[src/rtl/bram_arb_pkg.sv]
// bram_arb_pkg: shared state, tag type and defaults for the BRAM read arbiter
package bram_arb_pkg;
  localparam int DEF_BRAM_DELAY = 2;
  localparam int DEF_ADDR_INC = 4;
  localparam int TAG_ID_W = 3;
  localparam int TAG_IDX_W = 16;
  typedef enum logic [1:0] {IDLE, ISSUE, DRAIN} arb_state_t;
  typedef struct packed {
    logic                 valid;
    logic [TAG_ID_W-1:0]  id;
    logic [TAG_IDX_W-1:0] index;
    logic                 last;
  } arb_tag_t;
endpackage

[src/rtl/bram_read_arbiter_rr_picker.sv]
// rr_picker: combinational round-robin priority encoder, searching upward from ptr_i
module rr_picker #(
  parameter int N = 4,
  parameter int W = $clog2(N)
) (
  input  logic [N-1:0] req_i,
  input  logic [W-1:0] ptr_i,
  output logic [N-1:0] gnt_o,
  output logic [W-1:0] idx_o,
  output logic         any_o
);
  always_comb begin
    idx_o = '0;
    any_o = |req_i;
    for (int i = N - 1; i >= 0; i--)
      if (req_i[(int'(ptr_i) + i) % N]) idx_o = W'((int'(ptr_i) + i) % N);
    gnt_o = any_o ? N'(1) << idx_o : '0;
  end
endmodule

[src/rtl/bram_read_arbiter.sv]
// bram_read_arbiter: shares one BRAM read port among N_REQ burst requesters, round-robin,
// returning each word tagged with requester id and word index.
module bram_read_arbiter
  import bram_arb_pkg::*;
#(
  parameter int N_REQ      = 4,
  parameter int LEN_W      = 9,
  parameter int BRAM_DELAY = DEF_BRAM_DELAY,
  parameter int ADDR_INC   = DEF_ADDR_INC
) (
  input  logic                            clk,
  input  logic                            rst,
  input  logic [N_REQ-1:0]                req_valid,
  output logic [N_REQ-1:0]                req_ready,
  input  logic [N_REQ-1:0][31:0]          req_addr,
  input  logic [N_REQ-1:0][LEN_W-1:0]     req_len,
  output logic                            rsp_valid,
  output logic [$clog2(N_REQ)-1:0]        rsp_id,
  output logic [LEN_W-1:0]                rsp_index,
  output logic [31:0]                     rsp_data,
  output logic                            rsp_last,
  output logic [N_REQ-1:0]                done,
  output logic                            BRAM_clk,
  output logic [31:0]                     BRAM_addr,
  output logic                            BRAM_en,
  output logic [3:0]                      BRAM_we,
  output logic [31:0]                     BRAM_din,
  output logic                            BRAM_rst,
  input  logic [31:0]                     BRAM_dout
);
  localparam int ID_W = $clog2(N_REQ);
  arb_state_t state_q;
  logic [ID_W-1:0] ptr_q, id_q, g;
  logic [N_REQ-1:0] gnt, done_q;
  logic any, brst_q, en_q;
  logic [31:0] addr_q;
  logic [LEN_W-1:0] k_q, len_q;
  arb_tag_t pipe_q [BRAM_DELAY];
  arb_tag_t in_tag, tail;
  logic tag_unused;

  rr_picker #(.N(N_REQ)) u_picker (
    .req_i (req_valid),
    .ptr_i (ptr_q),
    .gnt_o (gnt),
    .idx_o (g),
    .any_o (any)
  );

  // The tag travels alongside each issued address so the beat meets its data at the pipe tail
  assign in_tag = (state_q == ISSUE) ? arb_tag_t'{valid: 1'b1, id: TAG_ID_W'(id_q),
                                                  index: TAG_IDX_W'(k_q), last: k_q == len_q - 1'b1}
                                     : '0;
  assign tail = pipe_q[BRAM_DELAY-1];
  assign tag_unused = ^tail;

  // No grant while BRAM_rst is still high, so req_ready reads 0 throughout reset
  assign req_ready = (state_q == IDLE && !brst_q) ? gnt : '0;
  assign rsp_valid = tail.valid;
  assign rsp_id    = tail.id[ID_W-1:0];
  assign rsp_index = tail.index[LEN_W-1:0];
  assign rsp_last  = tail.last;
  assign rsp_data  = BRAM_dout;
  assign done      = done_q;
  assign BRAM_clk  = clk;
  assign BRAM_addr = addr_q;
  assign BRAM_en   = en_q;
  assign BRAM_we   = '0;
  assign BRAM_din  = '0;
  assign BRAM_rst  = brst_q;

  always_ff @(posedge clk or posedge rst) begin
    if (rst) begin
      state_q <= IDLE;
      ptr_q   <= '0;
      id_q    <= '0;
      addr_q  <= '0;
      en_q    <= 1'b0;
      brst_q  <= 1'b1;
      k_q     <= '0;
      len_q   <= '0;
      done_q  <= '0;
      for (int i = 0; i < BRAM_DELAY; i++) pipe_q[i] <= '0;
    end else begin
      brst_q    <= 1'b0;
      pipe_q[0] <= in_tag;
      for (int i = 1; i < BRAM_DELAY; i++) pipe_q[i] <= pipe_q[i-1];
      done_q <= (tail.valid && tail.last) ? N_REQ'(1) << tail.id : '0;
      case (state_q)
        IDLE: if (any && !brst_q) begin
          ptr_q <= (g == ID_W'(N_REQ - 1)) ? '0 : g + 1'b1;
          id_q  <= g;
          if (req_len[g] == '0) done_q <= gnt;
          else begin
            state_q <= ISSUE;
            en_q    <= 1'b1;
            addr_q  <= req_addr[g];
            len_q   <= req_len[g];
            k_q     <= '0;
          end
        end
        ISSUE: if (k_q == len_q - 1'b1) begin
          state_q <= DRAIN;
          en_q    <= 1'b0;
        end else begin
          k_q    <= k_q + 1'b1;
          addr_q <= addr_q + 32'(ADDR_INC);
        end
        DRAIN: if (tail.valid && tail.last) state_q <= IDLE;
        default: state_q <= IDLE;
      endcase
    end
  end
endmodule

[config.mk]
export PLATFORM = sky130hd
export DESIGN_NAME = bram_read_arbiter
export DESIGN_NICKNAME = d
export VERILOG_FILES = /design/src/rtl/bram_arb_pkg.sv /design/src/rtl/bram_read_arbiter_rr_picker.sv /design/src/rtl/bram_read_arbiter.sv
export SDC_FILE = /design/constraint.sdc
export NUM_CORES = 1
export LEC_CHECK = 0
export BUFFER_PORTS_ARGS = -buffer_cell sky130_fd_sc_hd__buf_4
export CORE_AREA = 2 2 126 128
export CTS_BUF_LIST = sky130_fd_sc_hd__clkbuf_8
export CTS_CLUSTER_SIZE = 30
export DETAILED_ROUTE_END_ITERATION = 10
export DIE_AREA = 0 0 128 130
export PLACE_DENSITY = 0.7
export SYNTH_ARGS = -nofsm -noshare
export SYNTH_HDL_FRONTEND = slang
export SYNTH_SLANG_ARGS = --single-unit
[constraint.sdc]
create_clock -name clk -period 3.72 [get_ports clk]
set_clock_uncertainty 0.2 [all_clocks]
set_input_delay 0.372 -clock clk [delete_from_list [all_inputs] [get_ports clk]]
set_output_delay 0.372 -clock clk [all_outputs]
set_load 0.02 [all_outputs]
==> metrics.csv <==
stage,metric,value,unit
routing,drt_iter0_drc,491,
sta,tightest_slew,0.853,ns
logic_synthesis,synth_cells,790,
power_and_ir_drop,power_density,724,mW/mm^2
sta,post-route-period-util,97.5,%
placement,place_congestion,0.881,
placement,dp_hpwl,15500,microns
critical_path,critical_path_required,3.89,ns
logic_synthesis,ys_top_cells_by_area,"dfrtp_1 35%, nand2_1 10%, buf_4 9.8%",
logic_synthesis,yosys.area.top_type,dfrtp_1,
power_and_ir_drop,sequentialPowerShare,31.5,%
power_and_ir_drop,internal_power,3.05,mW
power_and_ir_drop,pwr-share-comb,56.5,%
sta,hold_violations,0,
worst_hold_path,hold_path_class,in2reg,
global_route,track_usage,24.6,%
critical_path,end_kind,flip-flop,
power_and_ir_drop,pwr-share-clk,12.0,%
critical_path,critPathArrivalTime,3.79,ns
power_and_ir_drop,p_sw,2.75,mW
sta,fmax,276,MHz
power_and_ir_drop,swShare,47.4,%
clocking,cts_tree,done,
global_route,grt_pass1_wl,31500,microns
routing,dr_total_vias,6259,
final_layout,area_growth,28.2,%
routing,firstDrtPassIters,5,
power_and_ir_drop,power.leakage,3.89,nW
global_route,grt_max_degree,65,
global_route,globalRouteOverflowTotal,0,
logic_synthesis,syn_area_per_cell,7.92,sq um
floorplan,die_h,130,microns
sta,relSlewSlack,43.2,%
power_and_ir_drop,finalPower,5.80,mW
logic_synthesis,ys_warn_count,0,
global_route,grt_pass1_vias,5892,
logic_synthesis,netlist_area,0.00625,sq mm
logic_synthesis,synth_flop_cell,dfrtp_1,
floorplan,pin_count,326,
sta,hold_ws,0.144,ns
routing,drc,0,
clocking,cts.clk_slew.worst_paths,0.09,ns
critical_path,path_max_fanout,16,
critical_path,path_class,reg2reg,
logic_synthesis,async_flop_share,100,%
routing,drt_wl_total,20900,microns
logic_synthesis,yosysMostFrequentCell,nand2_1,
floorplan,die_area,0.0166,sq mm
logic_synthesis,synth_top_area_share,34.8,%
placement,io_buffers,225,
floorplan,core,0.0154,sq mm
final_layout,nNetsFinal,1172,
critical_path,start_kind,flip-flop,
status,status,completed,
sta,drv_slew,0,
logic_synthesis,synth_seq_cells,88,
flow_run,max_cap_violations,0,
routing,drtAntennaViolNets,0,
logic_synthesis,yosysUniqueCellTypes,52,
sta,setup_viol,0,
logic_synthesis,seq_area_frac_synth,35.2,%
power_and_ir_drop,ir_drop,0.262,mV
logic_synthesis,synth_common_cells,"169 x nand2_1, 87 x dfrtp_1, 82 x buf_4",
sta,min_period,3.63,ns
final_layout,drive_gt1_share,30.1,%
clocking,clk-insertion-delay-late,0.47,ns
global_route,antenna_found_initial,0,
final_layout,antenna_cells,0,
logic_synthesis,synth_edf_count,0,
floorplan,dieWidth,128,microns
routing,avgRoutedWirePerCell,18.0,microns
routing,via_per_inst,5.41,
floorplan,start_util,40.5,%
floorplan,rows,46,
[state kept, by name, indices dropped and copies added (netlist names)]
| name | flops |
|---|---|
| BRAM_en | 1 |
| BRAM_rst | 1 |
| BRAM_addr | 32 |
| state_q | 2 |
| k_q | 9 |
| id_q | 2 |
| done | 4 |
| rsp_valid | 1 |
| len_q | 9 |
| rsp_index | 9 |
| pipe_q | 13 |
| rsp_last | 1 |
| rsp_id | 2 |
| ptr_q | 2 |
[path summary, 6_finish.rpt]
path / from / slack, ns / endpoint / depth (start not counted)
worst max-delay path: len_q[0]$_DFFE_PP0P_ / 0.09 / BRAM_addr[15]$_DFFE_PP0P_ / 13
worst min-delay path: req_addr[33] / 0.14 / BRAM_addr[1]$_DFFE_PP0P_ / 5
worst max register to register: len_q[0]$_DFFE_PP0P_ / 0.09 / BRAM_addr[15]$_DFFE_PP0P_ / 13
worst min register to register: pipe_q[25]$_DFF_PP0_ / 0.15 / rsp_index[3]$_DFF_PP0_ / 0
max in group asynchronous: rst / 2.07 / BRAM_rst$_DFF_PP1_ / 4
min in group asynchronous: rst / 0.41 / rsp_index[2]$_DFF_PP0_ / 3
[worst max-delay path, cell delays in order (launching register included)]
cell and delay, ns:
dfrtp_1 0.44, inv_2 0.09, ha_4 0.14, or3b_4 0.38
or3_1 0.35, a21o_1 0.15, a21boi_0 0.14, o41ai_2 0.36
nand4_1 0.22, o31ai_4 0.43, buf_6 0.17, clkbuf_16 0.17
a21oi_1 0.05, o22a_1 0.20
[what timing repair did]
action                                  4_1_cts  5_1_grt
hold buffers                                  1        0
endpoints found under the setup margin        0       29
gates resized for setup                       0        9
setup buffers                                 0        6
endpoints found under the hold margin        48        0
[cell families after synthesis]
| group | share of synthesized area, % |
|---|---|
| and+or+nand+nor | 26.0 |
| AOI/OAI and AO/OA | 16.9 |
| other | 0.0600 |
| muxes | 4.98 |
| adders and majority gates | 1.40 |
| DFF | 35.2 |
| buffers and inverters | 13.8 |
| xor gates and xnor gates | 1.68 |
[placed cells by master (no fill, tap or decap), types with 7 or more instances in the layout]
cell type / instances
a21oi_1: 45
a2bb2oi_1: 10
a31oi_1: 18
and2_1: 16
and3_1: 16
buf_4: 241
clkbuf_8: 13
conb_1: 37
dfrtp_1: 87
inv_1: 11
mux2_2: 9
mux2i_1: 21
nand2_1: 169
nand2b_1: 7
nand3_1: 73
nand4_1: 11
nor2_1: 26
nor3_1: 16
o21ai_0: 26
o22a_1: 13
or3_1: 7
[power groups by stage]
stage | combinational (mW) | sequential, mW | clock (mW)
CTS | 3.11 | 1.81 | 0.701
finish | 3.28 | 1.83 | 0.694
detailed placement | 3.10 | 1.83 | 0.0314
global placement | 3.06 | 1.82 | 0.0314
global route | 3.59 | 1.88 | 0.746
floorplan | 2.02 | 1.87 | 0.0314
[cell type report]
| class | count | area (sq um) |
|---|---|---|
| repair buffers | 248 | 1940 |
| flip-flops and latches | 88 | 2200 |
| multi-input cells | 598 | 3380 |
| fillers | 1510 | 7410 |
| clock buffers | 14 | 186 |
| well taps | 192 | 240 |
| inverters | 14 | 53.8 |
| clock inverters | 4 | 16.3 |
[metrics by stage]
| step | utilization, % | setup WS [ns] | setup TNS, ns | cells | area (sq um) |
|---|---|---|---|---|---|
| floorplan | - | 0.379 | 0 | 826 | 6390 |
| global placement | 49.7 | 0.191 | 0 | 1131 | 7670 |
| detailed placement | 49.7 | 0.0905 | 0 | 1131 | 7670 |
| CTS | 51.0 | 0.0215 | 0 | 1149 | 7870 |
| global route | 52.0 | -0.0411 | -0.330 | 1158 | 8010 |
| finish | 52.0 | 0.0937 | 0 | 1158 | 8010 |
[per-layer routing]
metal | routed length (microns) | vias up | track usage (%)
met3 | 1460 | 39 | 5.41
li1 | - | 2989 | -
met1 | 8600 | 2913 | 30.4
met4 | 537 | 0 | 8.86
met5 | 0 | - | 0
met2 | 10300 | 318 | 42.4
Power figures use the tool's default switching activity.
